==> src/rtl/vpifo_ingress_pkg.sv <==
// Shared types and default sizing for the vPIFO command ingress stage.
// Payload/tree widths are fixed here so the command struct can live in the package.
package vpifo_ingress_pkg;

  localparam int PTW      = 16;
  localparam int MTW      = 0;
  localparam int DW       = MTW + PTW;
  localparam int TREE_NUM = 4;

  localparam int CMD_DEPTH_DEF   = 4;
  localparam int BACKOFF_CYC_DEF = 2;
  localparam int MAX_RETRY_DEF   = 3;

  // Index width that never collapses to zero bits for single-entry ranges.
  function automatic int idx_w(input int n);
    return (n > 1) ? $clog2(n) : 1;
  endfunction

  localparam int TNB    = idx_w(TREE_NUM);
  localparam int CMD_AW = idx_w(CMD_DEPTH_DEF);

  localparam logic OP_PUSH = 1'b0;
  localparam logic OP_POP  = 1'b1;

  typedef enum logic {
    ISSUE   = 1'b0,
    BACKOFF = 1'b1
  } fsm_t;

  typedef struct packed {
    logic           op;
    logic [TNB-1:0] tree_id;
    logic [DW-1:0]  data;
  } cmd_t;

endpackage

==> src/rtl/vpifo_cmd_ingress_if.sv <==
// Host command handshake plus IO-port strobe bus for the ingress stage.
// VPIFO_INGRESS_STATS_EN adds the three 16-bit statistics counters.
interface vpifo_cmd_ingress_if;
  import vpifo_ingress_pkg::*;

  logic           cmd_valid;
  logic           cmd_ready;
  logic           cmd_op;
  logic [TNB-1:0] cmd_tree_id;
  logic [DW-1:0]  cmd_data;

  logic [TNB-1:0] tree_id;
  logic           push;
  logic [DW-1:0]  push_data;
  logic           pop;
  logic           task_fail;

  logic           drop;
  logic [TNB-1:0] drop_tree_id;
  logic           busy;

`ifdef VPIFO_INGRESS_STATS_EN
  logic [15:0]    stat_issued;
  logic [15:0]    stat_retries;
  logic [15:0]    stat_drops;

  modport master (
    output cmd_valid, cmd_op, cmd_tree_id, cmd_data, task_fail,
    input  cmd_ready, tree_id, push, push_data, pop, drop, drop_tree_id, busy,
    input  stat_issued, stat_retries, stat_drops
  );

  modport slave (
    input  cmd_valid, cmd_op, cmd_tree_id, cmd_data, task_fail,
    output cmd_ready, tree_id, push, push_data, pop, drop, drop_tree_id, busy,
    output stat_issued, stat_retries, stat_drops
  );
`else
  modport master (
    output cmd_valid, cmd_op, cmd_tree_id, cmd_data, task_fail,
    input  cmd_ready, tree_id, push, push_data, pop, drop, drop_tree_id, busy
  );

  modport slave (
    input  cmd_valid, cmd_op, cmd_tree_id, cmd_data, task_fail,
    output cmd_ready, tree_id, push, push_data, pop, drop, drop_tree_id, busy
  );
`endif

endinterface

==> src/rtl/vpifo_cmd_fifo.sv <==
// Command FIFO with head-register read: 1-cycle write-to-head latency.
// Writes refused while full (even with a same-cycle read); reads ignored while empty.
module vpifo_cmd_fifo
  import vpifo_ingress_pkg::*;
#(
  parameter int DEPTH = CMD_DEPTH_DEF
) (
  input  logic                    i_clk,
  input  logic                    i_arst_n,
  input  logic                    wr,
  input  cmd_t                    wr_cmd,
  input  logic                    rd,
  output cmd_t                    head,
  output logic                    full,
  output logic                    empty,
  output logic [idx_w(DEPTH):0]   count
);

  localparam int AW = idx_w(DEPTH);

  cmd_t          mem [DEPTH];
  logic [AW-1:0] wr_ptr;
  logic [AW-1:0] rd_ptr;
  logic [AW:0]   cnt;
  logic          do_wr;
  logic          do_rd;

  assign full  = (cnt == (AW+1)'(DEPTH));
  assign empty = (cnt == '0);
  assign count = cnt;
  assign head  = mem[rd_ptr];

  assign do_wr = wr && !full;
  assign do_rd = rd && !empty;

  // DEPTH is a power of two, so pointer overflow is the modulo wrap.
  always_ff @(posedge i_clk or negedge i_arst_n) begin
    if (!i_arst_n) begin
      wr_ptr <= '0;
      rd_ptr <= '0;
      cnt    <= '0;
    end else begin
      if (do_wr) wr_ptr <= wr_ptr + AW'(1);
      if (do_rd) rd_ptr <= rd_ptr + AW'(1);
      case ({do_wr, do_rd})
        2'b10:   cnt <= cnt + (AW+1)'(1);
        2'b01:   cnt <= cnt - (AW+1)'(1);
        default: cnt <= cnt;
      endcase
    end
  end

  always_ff @(posedge i_clk) begin
    if (do_wr) mem[wr_ptr] <= wr_cmd;
  end

endmodule

==> src/rtl/vpifo_cmd_ingress.sv <==
// vPIFO IO-port ingress: buffers host push/pop commands, issues one per cycle, retries on task-fail
// with fixed backoff and drops after MAX_RETRY attempts. VPIFO_INGRESS_STATS_EN adds stat counters.
module vpifo_cmd_ingress
  import vpifo_ingress_pkg::*;
#(
  parameter int CMD_DEPTH   = CMD_DEPTH_DEF,
  parameter int BACKOFF_CYC = BACKOFF_CYC_DEF,
  parameter int MAX_RETRY   = MAX_RETRY_DEF
) (
  input logic                i_clk,
  input logic                i_arst_n,
  vpifo_cmd_ingress_if.slave bus
);

  localparam int CAW = idx_w(CMD_DEPTH);
  localparam int RCW = idx_w(MAX_RETRY + 1);
  localparam int BCW = idx_w(BACKOFF_CYC + 1);

  cmd_t           wr_cmd;
  cmd_t           head;
  logic           full;
  logic           empty;
  logic [CAW:0]   count;
  logic           deq;

  fsm_t           state;
  logic [RCW-1:0] retry_cnt;
  logic [BCW-1:0] backoff_cnt;

  logic           attempt;
  logic           issue;
  logic           fail;
  logic           last_fail;

  assign wr_cmd = '{op: bus.cmd_op, tree_id: bus.cmd_tree_id, data: bus.cmd_data};

  vpifo_cmd_fifo #(
    .DEPTH (CMD_DEPTH)
  ) u_fifo (
    .i_clk    (i_clk),
    .i_arst_n (i_arst_n),
    .wr       (bus.cmd_valid),
    .wr_cmd   (wr_cmd),
    .rd       (deq),
    .head     (head),
    .full     (full),
    .empty    (empty),
    .count    (count)
  );

  // task_fail is sampled in the same cycle a strobe would go out, so a failing
  // cycle never carries a strobe.
  always_comb begin
    attempt   = (state == ISSUE) && !empty;
    issue     = attempt && !bus.task_fail;
    fail      = attempt && bus.task_fail;
    last_fail = fail && (retry_cnt == RCW'(MAX_RETRY - 1));
    deq       = issue || last_fail;
  end

  assign bus.cmd_ready    = !full;
  assign bus.tree_id      = empty ? '0 : head.tree_id;
  assign bus.push_data    = empty ? '0 : head.data;
  assign bus.push         = issue && (head.op == OP_PUSH);
  assign bus.pop          = issue && (head.op == OP_POP);
  assign bus.drop         = last_fail;
  assign bus.drop_tree_id = last_fail ? head.tree_id : '0;
  assign bus.busy         = (count != '0) || (state != ISSUE);

  always_ff @(posedge i_clk or negedge i_arst_n) begin
    if (!i_arst_n) begin
      state       <= ISSUE;
      retry_cnt   <= '0;
      backoff_cnt <= '0;
    end else begin
      case (state)
        ISSUE: begin
          if (issue || last_fail) begin
            retry_cnt <= '0;
          end else if (fail) begin
            retry_cnt   <= retry_cnt + RCW'(1);
            backoff_cnt <= BCW'(BACKOFF_CYC);
            state       <= BACKOFF;
          end
        end
        BACKOFF: begin
          backoff_cnt <= backoff_cnt - BCW'(1);
          if (backoff_cnt == BCW'(1)) state <= ISSUE;
        end
      endcase
    end
  end

`ifdef VPIFO_INGRESS_STATS_EN
  logic [15:0] stat_issued;
  logic [15:0] stat_retries;
  logic [15:0] stat_drops;

  always_ff @(posedge i_clk or negedge i_arst_n) begin
    if (!i_arst_n) begin
      stat_issued  <= '0;
      stat_retries <= '0;
      stat_drops   <= '0;
    end else begin
      if (issue && (stat_issued != '1))      stat_issued  <= stat_issued + 16'd1;
      if (fail && (stat_retries != '1))      stat_retries <= stat_retries + 16'd1;
      if (last_fail && (stat_drops != '1))   stat_drops   <= stat_drops + 16'd1;
    end
  end

  assign bus.stat_issued  = stat_issued;
  assign bus.stat_retries = stat_retries;
  assign bus.stat_drops   = stat_drops;
`endif

endmodule

==> src/flat_wrapper.sv <==
// flat-port wrapper written by rule: the top's interface ports become plain ports
module vpifo_cmd_ingress_flat import vpifo_ingress_pkg::*;
#(
  parameter int CMD_DEPTH   = CMD_DEPTH_DEF,
  parameter int BACKOFF_CYC = BACKOFF_CYC_DEF,
  parameter int MAX_RETRY   = MAX_RETRY_DEF
)
  (i_clk, i_arst_n, bus_cmd_valid, bus_cmd_op, bus_cmd_tree_id, bus_cmd_data, bus_task_fail, bus_cmd_ready, bus_tree_id, bus_push, bus_push_data, bus_pop, bus_drop, bus_drop_tree_id, bus_busy);
  vpifo_cmd_ingress_if bus_i ();
  input logic i_clk;
  input logic i_arst_n;
  input wire logic [$bits(bus_i.cmd_valid)-1:0] bus_cmd_valid;
  input wire logic [$bits(bus_i.cmd_op)-1:0] bus_cmd_op;
  input wire logic [$bits(bus_i.cmd_tree_id)-1:0] bus_cmd_tree_id;
  input wire logic [$bits(bus_i.cmd_data)-1:0] bus_cmd_data;
  input wire logic [$bits(bus_i.task_fail)-1:0] bus_task_fail;
  output wire logic [$bits(bus_i.cmd_ready)-1:0] bus_cmd_ready;
  output wire logic [$bits(bus_i.tree_id)-1:0] bus_tree_id;
  output wire logic [$bits(bus_i.push)-1:0] bus_push;
  output wire logic [$bits(bus_i.push_data)-1:0] bus_push_data;
  output wire logic [$bits(bus_i.pop)-1:0] bus_pop;
  output wire logic [$bits(bus_i.drop)-1:0] bus_drop;
  output wire logic [$bits(bus_i.drop_tree_id)-1:0] bus_drop_tree_id;
  output wire logic [$bits(bus_i.busy)-1:0] bus_busy;
  assign bus_i.cmd_valid = bus_cmd_valid;
  assign bus_i.cmd_op = bus_cmd_op;
  assign bus_i.cmd_tree_id = bus_cmd_tree_id;
  assign bus_i.cmd_data = bus_cmd_data;
  assign bus_i.task_fail = bus_task_fail;
  assign bus_cmd_ready = bus_i.cmd_ready;
  assign bus_tree_id = bus_i.tree_id;
  assign bus_push = bus_i.push;
  assign bus_push_data = bus_i.push_data;
  assign bus_pop = bus_i.pop;
  assign bus_drop = bus_i.drop;
  assign bus_drop_tree_id = bus_i.drop_tree_id;
  assign bus_busy = bus_i.busy;
  vpifo_cmd_ingress #(.CMD_DEPTH(CMD_DEPTH), .BACKOFF_CYC(BACKOFF_CYC), .MAX_RETRY(MAX_RETRY)) u_core (.i_clk(i_clk), .i_arst_n(i_arst_n), .bus(bus_i));
endmodule
==> config.mk <==
export PLATFORM = sky130hd
export DESIGN_NAME = vpifo_cmd_ingress_flat
export DESIGN_NICKNAME = d
export VERILOG_FILES = /design/src/rtl/vpifo_ingress_pkg.sv /design/src/rtl/vpifo_cmd_ingress_if.sv /design/src/rtl/vpifo_cmd_fifo.sv /design/src/rtl/vpifo_cmd_ingress.sv /design/src/flat_wrapper.sv
export SDC_FILE = /design/constraint.sdc
export NUM_CORES = 1
export LEC_CHECK = 0
export CORE_UTILIZATION = 51
export CTS_CLUSTER_SIZE = 10
export DETAILED_ROUTE_END_ITERATION = 12
export GPL_TIMING_DRIVEN = 0
export PLACE_DENSITY = 0.72
export SYNTH_ARGS = -nofsm -noshare
export SYNTH_HDL_FRONTEND = slang
export SYNTH_HIERARCHICAL = 1
export SYNTH_SLANG_ARGS = --single-unit
==> constraint.sdc <==
create_clock -name i_clk -period 5.9 [get_ports i_clk]
set_input_delay 1.18 -clock i_clk [delete_from_list [all_inputs] [get_ports i_clk]]
set_output_delay 1.18 -clock i_clk [all_outputs]
set_load 0.05 [all_outputs]
==> results.yml, run 1 <==
critical_path:
  ff2ff_path_depth: 11
  r2r_end: "u_core/u_fifo/count[2]"
  end_kind: "output pin"
  path_cells: "nor3_1, clkbuf_1, buf_2, nor2b_1, clkdlybuf4s50_1"
  worst_setup_path_start_kind: "flip-flop"
  r2r_start: "u_core/u_fifo/count[0]"
  required_ns: 4.72
  startpoint: "u_core/u_fifo/count[0]"
  critPathSlowestCell: "clkdlybuf4s50_1"
  critical_path.top_delay_family: "buffers and inverters"
  max_stage_delay_ns: 0.71
  arrival_ns: 2.90
  worstSetupPathType: "reg -> out"
  crit_buf_inv: 3
  worstPathMaxFanout: 10
  r2r_setup_slack_ns: 3.32
finish:
  n_antenna_cell: 0
  fill_cells: 513
  layout-drive-gt1-share: 0.194
  area_delta_synth_final_pct: 22.8
  stdcell_area_sq_um: 4450
  final_util: 0.651
  nets: 279
floorplanning:
  start_util: 0.530
  rows: 30
  die_w_um: 86.3
  ios: 48
  fp.dieH_um: 86.3
  die-area_sq_um: 7440
  coreArea_sq_um: 6830
yosys:
  yosys.area_share.simple: 0.0763
  synth_top_family_by_area: "multiplexers"
  syn_inst: 190
  synth_top_area_share: 0.630
  synth_mux_area_frac: 0.125
  syn_nets: 221
  synth.largest_area_cell: "edfxtp_1"
  synth_seq_cells: 88
  synthTopCellsByArea: "edfxtp_1, mux4_2, dfrtp_1"
  ys_types: 33
  syn_avg_cell_area_sq_um: 19.1
  yosys.area_share.adder: 0.0297
  synth.cell_area_sq_um: 3620
  synth-seq-area-share: 0.713
  synth_xor_area_frac: 0.0145
  synth_compound_area_frac: 0.0162
  yosys_warnings: 6
worst_hold_path:
  holdPathEnd: "u_core/retry_cnt[0]"
  hold_depth: 1
  hold_start: "u_core/retry_cnt[0]"
  hp-class: "reg -> reg"
global_route:
  grt_usage: 0.184
  grt_pass1_vias: 1867
  grt_pass1_wl_mm: 9.74
  grt_remaining_overflow: 0
  antenna_found_initial: 0
  grt_max_degree: 20
clock_network:
  clkLatencyLatePin_ns: 0.34
  cts.path.max_buffers: 2
  post_cts_resized: 0
  cts_buffers: 9
  post_cts_buffers: 0
  clockRootBuffer: "clkbuf_8"
  path_clk_slew_ns: 0.08
  cts_tree: "yes"
  cts.sinks: 88
  cts_hold_buf: 0
  htreeDepth: 3
power:
  p_leak_uw: 0.00156
  pwr_density_cell_nw_per_um2: 579
  peakVddDrop_mv: 0.350
route:
  drtIter0Drc: 116
  wl_mm: 6.08
  firstDrtPassIters: 4
  drc_errors: 0
  ant_nets: 0
  via_per_inst: 5.18
  vias: 1809
  wire_per_inst_um: 17.4
timing:
  totalNegativeSetupSlack_ns: 0
  slew_viol_final: 0
  max_freq_mhz: 245
  fin_crit_sh: 0.692
  worst_slew_pin_slew_ns: 0.582
  rsz0062_at_grt: "false"
  hold_ws_ns: 0.491
  finalHoldViolCount: 0
  max_slew_margin: 0.612
  period_minus_slack_ns: 4.08
  fin_skew_ns: 0.00781
  setup_viol_count_final: 0
placed_design:
  gp_congestion: 0.692
  postPlaceCellArea_sq_um: 4210
  hpwlAfterDp_mm: 3.90
  port_buffers: 47
flow_run:
  maxCapViolCount: 0
run_status:
  outcome: "complete, no violations"
## flip-flops by register name (all words and copies together) (netlist names)
register / cells
u_core/backoff_cnt: 2
u_core/retry_cnt: 2
u_core/state: 1
u_core/u_fifo/count: 3
u_core/u_fifo/mem: 76
u_core/u_fifo/rd_ptr: 2
u_core/u_fifo/wr_ptr: 2
## Yosys cell counts
| cell | instances |
|---|---|
| ha_1 | 7 |
| mux2_4 | 1 |
| o21ai_0 | 3 |
| fa_1 | 1 |
| nor3b_4 | 1 |
| or4_1 | 1 |
| buf_2 | 4 |
| and2b_1 | 2 |
| edfxtp_1 | 76 |
| o21ai_1 | 1 |
| nor3b_1 | 3 |
| xor2_1 | 3 |
| xnor2_1 | 3 |
| or2b_1 | 2 |
| dfrtp_1 | 12 |
| mux4_2 | 19 |
| nor2b_4 | 1 |
| o2bb2ai_2 | 1 |
| o31a_2 | 1 |
| nor3_1 | 3 |
| o31a_1 | 1 |
| nand2b_1 | 1 |
| mux2i_1 | 1 |
| or4b_4 | 1 |
| inv_1 | 12 |
| nor2b_1 | 15 |
| buf_6 | 2 |
| nand2_1 | 2 |
| or2_2 | 1 |
| clkbuf_1 | 1 |
| and2_2 | 4 |
| nor2_1 | 3 |
| a21oi_1 | 1 |
## cells by family after synthesis
kind of cell	after synthesis
multiplexers	21
AO/OA/AOI/OAI	8
AND/OR/NAND/NOR	40
adder cells (fa/ha/maj)	8
buffers and inverters	19
flip-flops	88
XOR/XNOR	6
## report_power, final
| group | internal [uW] | total, uW | switching (uW) |
|---|---|---|---|
| clock | 280 | 477 | 197 |
| sequential | 835 | 905 | 69.5 |
| combinational | 479 | 1190 | 714 |
## worst max path at each step
stage,endpoint,slack (ns),cells after the start
2_1_floorplan,bus_drop_tree_id[0],1.85,4
3_3_place_gp,bus_drop_tree_id[0],1.84,4
3_5_place_dp,bus_drop_tree_id[0],1.85,4
4_1_cts,bus_push_data[11],1.70,5
5_1_grt,bus_push_data[14],1.68,5
6_report,bus_push_data[13],1.82,5
## cells in the final DEF (no fill, tap or decap), drive strengths merged
cell type      synthesis  routed
nand2b                 1       1
nor3b                  4       4
nand2                  2       2
a21oi                  1       1
nor2                   3       3
and2b                  2       2
mux2i                  1       1
or4                    1       1
edfxtp                76      76
clkdlybuf4s50          0      47
clkinv                 0       2
o2bb2ai                1       1
mux2                   1       1
and2                   4       4
buf                    6       6
mux4                  19      19
nor3                   3       3
xnor2                  3       3
bufinv                 0       3
or2                    1       1
o31a                   2       2
o21ai                  4       4
inv                   12      13
fa                     1       1
dfrtp                 12      12
or4b                   1       1
xor2                   3       3
ha                     7       7
nor2b                 16      16
or2b                   2       2
clkbuf                 1      11
## stage by stage
step                power (uW)  std cells  worst slack (ns)
global placement          2100        333              1.84
finish                    2580        349              1.82
CTS                       2610        349              1.70
global route              2710        349              1.68
floorplan                 1770        190              1.85
detailed placement        2130        333              1.85
## cell type report
class | count | area, sq um | area share
Timing Repair Buffer | 47 | 470 | 0.106
Tap cell | 96 | 120 | 0.0270
Buffer | 7 | 46.3 | 0.0104
Clock inverter | 6 | 106 | 0.0239
Inverter | 12 | 45.0 | 0.0101
Sequential cell | 88 | 2580 | 0.581
Clock buffer | 10 | 128 | 0.0287
Multi-Input combinational cell | 83 | 948 | 0.213
## routing by layer
| metal | share of wire | GRT usage | vias to the layer above | wire length [um] |
|---|---|---|---|---|
| met5 | 0 | 0 | - | 0 |
| met4 | 0.013 | 0.0727 | 0 | 82 |
| met3 | 0.032 | 0.0371 | 6 | 195 |
| met2 | 0.53 | 0.312 | 40 | 3230 |
| met1 | 0.42 | 0.235 | 923 | 2570 |
| li1 | - | - | 840 | - |
Note: power is estimated with default switching activity, not from simulation.
==> run 2: changes to the inputs <==
--- a/config.mk
+++ b/config.mk
@@ -5,7 +5,7 @@
 export SDC_FILE = /design/constraint.sdc
 export NUM_CORES = 1
 export LEC_CHECK = 0
-export CORE_UTILIZATION = 51
+export CORE_UTILIZATION = 49
 export CTS_CLUSTER_SIZE = 10
 export DETAILED_ROUTE_END_ITERATION = 12
 export GPL_TIMING_DRIVEN = 0
==> constraint.sdc (replaced) <==
create_clock -name i_clk -period 3.5 [get_ports i_clk]
set_input_delay 0.7 -clock i_clk [delete_from_list [all_inputs] [get_ports i_clk]]
set_output_delay 0.7 -clock i_clk [all_outputs]
set_load 0.05 [all_outputs]
==> results.yml, run 2 (same netlist as run 1, synthesis figures left out) <==
run_status:
  outcome: "complete, no violations"
power:
  pwr_density_cell_nw_per_um2: 935
  peakVddDrop_mv: 0.727
  p_leak_uw: 0.00159
clock_network:
  cts_buffers: 9
  clkLatencyLatePin_ns: 0.34
  cts.path.max_buffers: 2
  path_clk_slew_ns: 0.08
  cts_tree: "yes"
  cts.sinks: 88
  post_cts_buffers: 0
  htreeDepth: 3
  clockRootBuffer: "clkbuf_8"
finish:
  layout_commonest_cell: "edfxtp_1"
  final_cell_mix: "edfxtp_1, clkdlybuf4s50_1, mux4_2"
  layout-drive-gt1-share: 0.194
  nets: 279
  fill_cells: 546
  n_antenna_cell: 0
  top_register: "u_core/u_fifo/mem"
  stdcell_area_sq_um: 4390
  area_delta_synth_final_pct: 21.2
  largest_register_ff_count: 76
route:
  firstDrtPassIters: 4
  drc_errors: 0
  via_per_inst: 5.21
  vias: 1818
  drtIter0Drc: 128
  wire_per_inst_um: 17.6
  ant_nets: 0
  wl_mm: 6.15
critical_path:
  critPathSlowestCell: "clkdlybuf4s50_1"
  path_depth: 5
  end_kind: "output pin"
  arrival_ns: 2.65
  r2r_setup_slack_ns: 0.97
  max_stage_delay_ns: 0.71
  path_cells: "nor3_1, clkbuf_2, buf_2, nor2b_1, clkdlybuf4s50_1"
  worstPathMaxFanout: 10
  worstSetupPathType: "reg -> out"
  worst_setup_path_start_kind: "flip-flop"
  required_ns: 2.80
  ff2ff_path_depth: 11
  critical_path.top_delay_family: "buffers and inverters"
  crit_buf_inv: 3
placed_design:
  gp_congestion: 0.675
  hpwlAfterDp_mm: 3.91
  port_buffers: 47
  postPlaceCellArea_sq_um: 4220
floorplanning:
  die-area_sq_um: 7740
  ios: 48
  die_w_um: 88.0
  start_util: 0.519
  fp.dieH_um: 88.0
  coreArea_sq_um: 6980
  rows: 30
timing:
  slew_viol_final: 0
  fin_skew_ns: 0.00866
  max_freq_mhz: 299
  setup_viol_count_final: 0
  period_minus_slack_ns: 3.35
  max_slew_margin: 0.623
  worst_slew_pin_slew_ns: 0.563
  fin_crit_sh: 0.956
  totalNegativeSetupSlack_ns: 0
  rsz0062_at_grt: "false"
  finalHoldViolCount: 0
global_route:
  grt_max_degree: 20
  grt_remaining_overflow: 0
  grt_usage: 0.178
  grt_pass1_vias: 1902
  grt_pass1_wl_mm: 9.73
  antenna_found_initial: 0
worst_hold_path:
  hold_depth: 1
  hp-class: "reg -> reg"
flow_run:
  maxCapViolCount: 0
## run 2: path summary, 6_finish.rpt
check,start,end
min in group asynchronous,i_arst_n,u_core/u_fifo/count[1]
worst min register to register,u_core/retry_cnt[0],u_core/retry_cnt[0]
worst max-delay path,u_core/u_fifo/count[0],bus_push_data[5]
worst min-delay path,u_core/retry_cnt[0],u_core/retry_cnt[0]
worst max register to register,u_core/u_fifo/count[0],u_core/u_fifo/count[2]
max in group asynchronous,i_arst_n,u_core/u_fifo/rd_ptr[1]
## run 2: layout make-up
type	count	area, sq um	area share
sequential	88	2580	0.588
multi-input combinational	83	953	0.217
timing repair buffer	47	488	0.111
clock buffer	11	131	0.0299
tap	96	120	0.0274
buffer	7	47.5	0.0108
inverter	12	45.0	0.0103
clock inverter	5	23.8	0.00541
## run 2: what timing repair did
item                       CTS  global route
pin swaps                    0             0
cloned                       0             0
setup endpoints to repair    9             7
resized for setup            1             7
hold buffers                 0             0
## run 2: stage by stage
stage / total power (uW) / hold WS [ns] / setup WS [ns] / utilization / std cells
floorplan: 2990 / 0.404 / 0.376 / - / 190
global placement: 3550 / 0.454 / 0.284 / 0.604 / 333
detailed placement: 3580 / 0.471 / 0.286 / 0.604 / 333
CTS: 4160 / 0.484 / 0.0838 / 0.627 / 349
global route: 4310 / 0.517 / 0.0149 / 0.629 / 349
finish: 4110 / 0.482 / 0.153 / 0.629 / 349
## run 2: worst register-to-register path: cells and delay by family, from the launching register on
family / cells / cell delay (ns)
buf+inv: 2 / 0.23
simple gates: 3 / 0.56
xor+xnor: 2 / 0.30
compound gates: 2 / 0.32
flops: 1 / 0.50
fa+ha+maj: 2 / 0.56
## run 2: layer usage
metal	wire length, um	track usage	vias up
met1	2680	0.237	914
met2	3070	0.287	52
li1	-	-	843
met4	91	0.0894	0
met5	0	0	-
met3	303	0.0302	9
## run 2: report_power, final
group          switching [uW]  internal [uW]  leakage (uW)  total [uW]
combinational            1210            805      0.000680        2010
clock                     322            250     0.0000758         572
sequential                113           1410      0.000838        1520
